===== config.mk =====
export PLATFORM = sky130hd
export DESIGN_NAME = calc_port_responder
export DESIGN_NICKNAME = d
export VERILOG_FILES = /design/src/rtl/calc_port_responder.sv
export SDC_FILE = /design/constraint.sdc
export NUM_CORES = 1
export LEC_CHECK = 0
export ABC_CLOCK_PERIOD_IN_PS = 13450
export BUFFER_PORTS_ARGS = -buffer_cell sky130_fd_sc_hd__buf_2
export CAP_MARGIN = 20
export CORE_ASPECT_RATIO = 0.9
export CORE_MARGIN = 3
export CORE_UTILIZATION = 55
export CTS_BUF_LIST = sky130_fd_sc_hd__clkbuf_4 sky130_fd_sc_hd__clkbuf_8
export DETAILED_ROUTE_END_ITERATION = 12
export PLACE_DENSITY = 0.78
export SKIP_LAST_GASP = 1
export SLEW_MARGIN = 15
export SYNTH_ARGS = -nofsm -noshare
export SYNTH_HDL_FRONTEND = slang
export SYNTH_SLANG_ARGS = --single-unit

===== constraint.sdc =====
create_clock -name c_clk -period 13.45 [get_ports c_clk]
set_input_delay 2.0175 -clock c_clk [delete_from_list [all_inputs] [get_ports c_clk]]
set_output_delay 2.0175 -clock c_clk [all_outputs]
set_load 0.01 [all_outputs]

===== src/rtl/calc_port_responder.sv =====
// Tagged arithmetic/shift request responder: two-cycle request framer, FIFO request
// queue and a three-state executor that returns one registered response per request.
module calc_port_responder #(
  parameter int unsigned DATA_W = 32,
  parameter int unsigned TAG_W  = 2,
  parameter int unsigned QDEPTH = 4
) (
  input  logic              c_clk,
  input  logic              reset,
  input  logic [3:0]        req_cmd_in,
  input  logic [DATA_W-1:0] req_data_in,
  input  logic [TAG_W-1:0]  req_tag_in,
  output logic [1:0]        out_resp,
  output logic [DATA_W-1:0] out_data,
  output logic [TAG_W-1:0]  out_tag,
  output logic              drop_err,
  output logic [TAG_W-1:0]  drop_tag
);

  localparam int unsigned ENTRY_W = 4 + TAG_W + 2 * DATA_W;
  localparam int unsigned PTR_W   = (QDEPTH > 1) ? $clog2(QDEPTH) : 1;
  localparam int unsigned CNT_W   = $clog2(QDEPTH + 1);

  localparam logic [3:0] CMD_ADD = 4'b0001;
  localparam logic [3:0] CMD_SUB = 4'b0010;
  localparam logic [3:0] CMD_SHL = 4'b0101;
  localparam logic [3:0] CMD_SHR = 4'b0110;

  localparam logic [1:0] RESP_NONE = 2'b00;
  localparam logic [1:0] RESP_OK   = 2'b01;
  localparam logic [1:0] RESP_ERR  = 2'b10;

  typedef enum logic [1:0] {S_IDLE, S_ALU, S_SHIFT} state_e;

  // Framer
  logic              fr_busy_q, fr_busy_d;
  logic [3:0]        fr_cmd_q, fr_cmd_d;
  logic [TAG_W-1:0]  fr_tag_q, fr_tag_d;
  logic [DATA_W-1:0] fr_op1_q, fr_op1_d;

  // Request queue
  logic [ENTRY_W-1:0] mem_q [QDEPTH];
  logic [ENTRY_W-1:0] mem_d [QDEPTH];
  logic [PTR_W-1:0]   wr_ptr_q, wr_ptr_d;
  logic [PTR_W-1:0]   rd_ptr_q, rd_ptr_d;
  logic [CNT_W-1:0]   count_q, count_d;

  // Executor
  state_e            state_q, state_d;
  logic [3:0]        ex_cmd_q, ex_cmd_d;
  logic [TAG_W-1:0]  ex_tag_q, ex_tag_d;
  logic [DATA_W-1:0] ex_a_q, ex_a_d;
  logic [DATA_W-1:0] ex_b_q, ex_b_d;
  logic [4:0]        ex_cnt_q, ex_cnt_d;

  // Registered outputs
  logic [1:0]        resp_q, resp_d;
  logic [DATA_W-1:0] data_q, data_d;
  logic [TAG_W-1:0]  tag_q, tag_d;
  logic              drop_q, drop_d;
  logic [TAG_W-1:0]  drop_tag_q, drop_tag_d;

  logic               push, pop, full;
  logic [ENTRY_W-1:0] head;
  logic [3:0]         h_cmd;
  logic [TAG_W-1:0]   h_tag;
  logic [DATA_W-1:0]  h_op1, h_op2;
  logic [DATA_W:0]    sum;
  logic [DATA_W-1:0]  shifted;

  function automatic logic [PTR_W-1:0] ptr_inc(input logic [PTR_W-1:0] p);
    return (p == PTR_W'(QDEPTH - 1)) ? '0 : p + PTR_W'(1);
  endfunction

  always_comb begin
    head    = mem_q[rd_ptr_q];
    h_cmd   = head[ENTRY_W-1 -: 4];
    h_tag   = head[2*DATA_W +: TAG_W];
    h_op1   = head[DATA_W +: DATA_W];
    h_op2   = head[DATA_W-1:0];
    full    = (count_q == CNT_W'(QDEPTH));
    pop     = (state_q == S_IDLE) && (count_q != '0);
    // A same-cycle pop frees the slot the push needs.
    push    = fr_busy_q && (!full || pop);
    sum     = {1'b0, ex_a_q} + {1'b0, ex_b_q};
    shifted = (ex_cmd_q == CMD_SHL) ? (ex_a_q << 1) : (ex_a_q >> 1);
  end

  // Framer: command cycle captures cmd/tag/op1, next cycle supplies op2 and pushes.
  always_comb begin
    fr_busy_d = 1'b0;
    fr_cmd_d  = fr_cmd_q;
    fr_tag_d  = fr_tag_q;
    fr_op1_d  = fr_op1_q;
    if (!fr_busy_q && (req_cmd_in != 4'd0)) begin
      fr_busy_d = 1'b1;
      fr_cmd_d  = req_cmd_in;
      fr_tag_d  = req_tag_in;
      fr_op1_d  = req_data_in;
    end
    drop_d     = fr_busy_q && !push;
    drop_tag_d = (fr_busy_q && !push) ? fr_tag_q : '0;
  end

  // Queue bookkeeping
  always_comb begin
    mem_d    = mem_q;
    wr_ptr_d = wr_ptr_q;
    rd_ptr_d = rd_ptr_q;
    count_d  = count_q;
    if (push) begin
      mem_d[wr_ptr_q] = {fr_cmd_q, fr_tag_q, fr_op1_q, req_data_in};
      wr_ptr_d        = ptr_inc(wr_ptr_q);
    end
    if (pop) begin
      rd_ptr_d = ptr_inc(rd_ptr_q);
    end
    case ({push, pop})
      2'b10:   count_d = count_q + CNT_W'(1);
      2'b01:   count_d = count_q - CNT_W'(1);
      default: count_d = count_q;
    endcase
  end

  // Executor: IDLE pops, ALU answers in one cycle, SHIFT steps one bit per cycle.
  always_comb begin
    state_d  = state_q;
    ex_cmd_d = ex_cmd_q;
    ex_tag_d = ex_tag_q;
    ex_a_d   = ex_a_q;
    ex_b_d   = ex_b_q;
    ex_cnt_d = ex_cnt_q;
    resp_d   = RESP_NONE;
    data_d   = '0;
    tag_d    = '0;
    case (state_q)
      S_IDLE: begin
        if (pop) begin
          ex_cmd_d = h_cmd;
          ex_tag_d = h_tag;
          ex_a_d   = h_op1;
          ex_b_d   = h_op2;
          ex_cnt_d = h_op2[4:0];
          state_d  = ((h_cmd == CMD_SHL) || (h_cmd == CMD_SHR)) ? S_SHIFT : S_ALU;
        end
      end
      S_ALU: begin
        state_d = S_IDLE;
        tag_d   = ex_tag_q;
        resp_d  = RESP_ERR;
        if (ex_cmd_q == CMD_ADD) begin
          if (!sum[DATA_W]) begin
            resp_d = RESP_OK;
            data_d = sum[DATA_W-1:0];
          end
        end else if (ex_cmd_q == CMD_SUB) begin
          if (ex_a_q >= ex_b_q) begin
            resp_d = RESP_OK;
            data_d = ex_a_q - ex_b_q;
          end
        end
      end
      S_SHIFT: begin
        if (ex_cnt_q <= 5'd1) begin
          state_d = S_IDLE;
          resp_d  = RESP_OK;
          tag_d   = ex_tag_q;
          data_d  = (ex_cnt_q == 5'd0) ? ex_a_q : shifted;
        end else begin
          ex_a_d   = shifted;
          ex_cnt_d = ex_cnt_q - 5'd1;
        end
      end
      default: state_d = S_IDLE;
    endcase
  end

  always_ff @(posedge c_clk or posedge reset) begin
    if (reset) begin
      fr_busy_q  <= 1'b0;
      fr_cmd_q   <= '0;
      fr_tag_q   <= '0;
      fr_op1_q   <= '0;
      wr_ptr_q   <= '0;
      rd_ptr_q   <= '0;
      count_q    <= '0;
      state_q    <= S_IDLE;
      ex_cmd_q   <= '0;
      ex_tag_q   <= '0;
      ex_a_q     <= '0;
      ex_b_q     <= '0;
      ex_cnt_q   <= '0;
      resp_q     <= RESP_NONE;
      data_q     <= '0;
      tag_q      <= '0;
      drop_q     <= 1'b0;
      drop_tag_q <= '0;
    end else begin
      fr_busy_q  <= fr_busy_d;
      fr_cmd_q   <= fr_cmd_d;
      fr_tag_q   <= fr_tag_d;
      fr_op1_q   <= fr_op1_d;
      wr_ptr_q   <= wr_ptr_d;
      rd_ptr_q   <= rd_ptr_d;
      count_q    <= count_d;
      state_q    <= state_d;
      ex_cmd_q   <= ex_cmd_d;
      ex_tag_q   <= ex_tag_d;
      ex_a_q     <= ex_a_d;
      ex_b_q     <= ex_b_d;
      ex_cnt_q   <= ex_cnt_d;
      resp_q     <= resp_d;
      data_q     <= data_d;
      tag_q      <= tag_d;
      drop_q     <= drop_d;
      drop_tag_q <= drop_tag_d;
    end
  end

  // Queue payload needs no reset: occupancy is tracked by count_q.
  always_ff @(posedge c_clk) begin
    mem_q <= mem_d;
  end

  assign out_resp = resp_q;
  assign out_data = data_q;
  assign out_tag  = tag_q;
  assign drop_err = drop_q;
  assign drop_tag = drop_tag_q;

endmodule


==> results.ini <==
[sta]
fmax_ghz=0.2530
rsz0062_at_grt=false
postLayoutSetupSlackWorst_ps=9498
hold_viol_final=0
finClkSkew_ps=29.99
finalCritPeriodShare=0.2938
tightest_slew_ps=997.4
slew_headroom=0.3332
setup_viol=0
drv_slew=0
final.setup.tns_ps=0
fin_crit_ps=3952

[detailed_routing]
route.detailed.drc=0
viasPerCell=6.173
dr.pass1.iters=5
wl_per_cell_um=22.09
routed-via-count=13600
drtIter0Drc=1023
ant_nets=0
wirelength_um=48660

[cts]
cts_root_buf=clkbuf_8
cts_hold_buf=0
clk_pin_slew_ps=60
tritoncts=built
cts_setup_buffers=0
cts_made_buffers=72
ctsResizeCount=0
insertion_delay_ps=630
cts_max_level=3
clockBufferDepth=3
clock-sinks=442

[die]
die_area_um2=40820
fp.coreArea_um2=37560
die_y_um=192.0
io_pins=79
die_w_um=212.6
start_util=0.5628
rows=67

[final_layout]
nFillCells=2826
drive_gt1_frac=0.2494
area_growth_pct=11.21
diodes=0
nNetsFinal=1778

[worst_setup_path]
crit_fanout=17
cp-end-kind=flop
slowest_delay_ps=590
crit_required_ps=13910
cp_cell_sequence=ha_1, inv_1, nor2_1, nand3_1, o41a_1, a21oi_1, and4_1, buf_4, o21ai_0, o211a_1, o32ai_1
worstSetupPathType=flop to flop
crit_path_start_kind=flop
cp.arrival_ps=4410
cp_slowest_cell=and4_1

[placement]
port_buffers=78
place_congestion=0.9374
pre_cts_slack_ps=9525
hpwl_um=31230

[synthesis]
synth_area_per_cell_um2=13.39
synth-edff-count=280
ys.flop_type=edfxtp_1
syn-num-nets=1697
synthDistinctLibCells=99
async_reset_ff_frac=0.3665
synth_top_cell_by_area=edfxtp_1
yosysTopAreaCellShare=0.3978
syn_area_um2=21140
syn_inst=1579
yosysWarningCount=0
yosysMostFrequentCell=edfxtp_1
ys_seq_area_frac=0.5896
ys_seq_elements=442
synth.area.top_cells=edfxtp_1 (40%), dfrtp_1 (19%), mux4_2 (7.5%)
synthTopCellsByCount=edfxtp_1 (280), dfrtp_1 (162), a21oi_1 (107), nand2_1 (101), nor2_1 (101)

[run_status]
status=completed

[power_and_ir_drop]
leakage_uw=0.009127
peakVddDrop_mv=0.1536
power.density_nw_per_um2=279.3
p_total_uw=6564

[global_route]
antenna_found_initial=2
grt_util_met3=0.05781
grt_pass1_vias=14010
met1_usage=0.3546
met2_usage=0.3732
grt_first_pass_wirelength_um=77670
track_usage=0.2453
grt_max_degree=97
globalRoute.totalOverflow=0
busiest_layer=met2

[min_path]
hold_path.class=flop to flop

[run]
cap_violations=0

cells in the final DEF, fill, tap and decap left out, types with 8 or more instances in the layout:
cell      netlist  routed
nand3_1        12      12
nor3_1         16      16
nor2b_1        11      11
inv_1          79      77
o21ai_0        97      97
o21a_1          9       9
o21bai_1       16      16
nand2_1       101     101
ha_1           75      75
a221oi_2       12      12
clkbuf_4        0      26
edfxtp_1      280     280
buf_2          16      78
nor2_1        101     100
buf_4           1      15
a21oi_1       107     107
dfrtp_1       162     160
a21o_1         10      10
o31ai_1        10      10
nand4_1        14      14
clkbuf_8        0      83
o22ai_1        33      33
mux2i_1        33      33
mux2_2         76      76
o211ai_1        8       8
o221ai_1        8       8
mux4_2         70      70
worst max-delay path: cells and delay by family (launching register included):
kind	cells	cell delay, ps
buffers and inverters	2	600
DFF	1	440
AOI/OAI and AO/OA	5	1180
and+or+nand+nor	3	1010
adders and majority gates	1	570
routing by layer:
layer / routed length, um / part of all wire
met2: 22210 / 0.46
met4: 1082 / 0.022
met5: 13 / 0.00027
met1: 21890 / 0.45
met3: 3475 / 0.071
power breakdown:
part	internal, uW	switching [uW]
logic	1230	1880
clock network	706	539
registers	1910	291
total	3850	2710
flip-flops by register name (all words and copies together) (netlist names), 2 cells and up:
signal and flops:
rd_ptr_q 2, out_tag 2, drop_tag 2, out_data 32
ex_a_q 32, ex_cnt_q 5, ex_cmd_q 4, ex_tag_q 2
state_q 2, count_q 3, mem_q 280, wr_ptr_q 2
out_resp 2, fr_cmd_q 4, fr_op1_q 32, ex_b_q 32
fr_tag_q 2
per-stage QoR:
stage	hold WS, ps	std cells	instance area, um^2	utilization
final	504.8	2203	23500	0.6258
after global routing	536.0	2203	23500	0.6258
after CTS	504.3	2202	23480	0.6251
after detailed placement	495.1	2068	21890	0.5829
after global placement	480.9	2068	21890	0.5829
after floorplan	468.8	1579	21140	-
cell families (layout without fill, tap and decap cells):
| group | after synthesis | in the layout | share of synthesized area |
|---|---|---|---|
| DFF | 442 | 442 | 0.5896 |
| AOI/OAI and AO/OA | 400 | 400 | 0.1304 |
| and+or+nand+nor | 303 | 303 | 0.06642 |
| muxes | 179 | 179 | 0.1307 |
| buffers and inverters | 173 | 314 | 0.03398 |
| adders and majority gates | 78 | 78 | 0.04724 |
| xor gates and xnor gates | 4 | 4 | 0.001658 |
final timing paths:
| path | end | depth (start not counted) | startpoint | slack, ps |
|---|---|---|---|---|
| max | out_data[29] | 11 | ex_a_q[25] | 9500 |
| min | count_q[2] | 1 | count_q[2] | 500 |
| max reg2reg | out_data[29] | 11 | ex_a_q[25] | 9500 |
| min reg2reg | count_q[2] | 1 | count_q[2] | 500 |
| max in group asynchronous | rd_ptr_q[0] | 3 | reset | 10340 |
| min in group asynchronous | fr_op1_q[9] | 2 | reset | 1590 |
layout make-up:
class | instances | area, um^2 | share of cell area
inverter | 86 | 327.8 | 0.01395
timing repair buffer | 94 | 523.0 | 0.02225
clock inverter | 25 | 249.0 | 0.01059
clock buffer | 109 | 1338 | 0.05691
tap | 483 | 604.3 | 0.02571
sequential | 442 | 12470 | 0.5304
multi-input combinational | 964 | 7995 | 0.3402
Note: power is estimated with default switching activity, not from simulation.
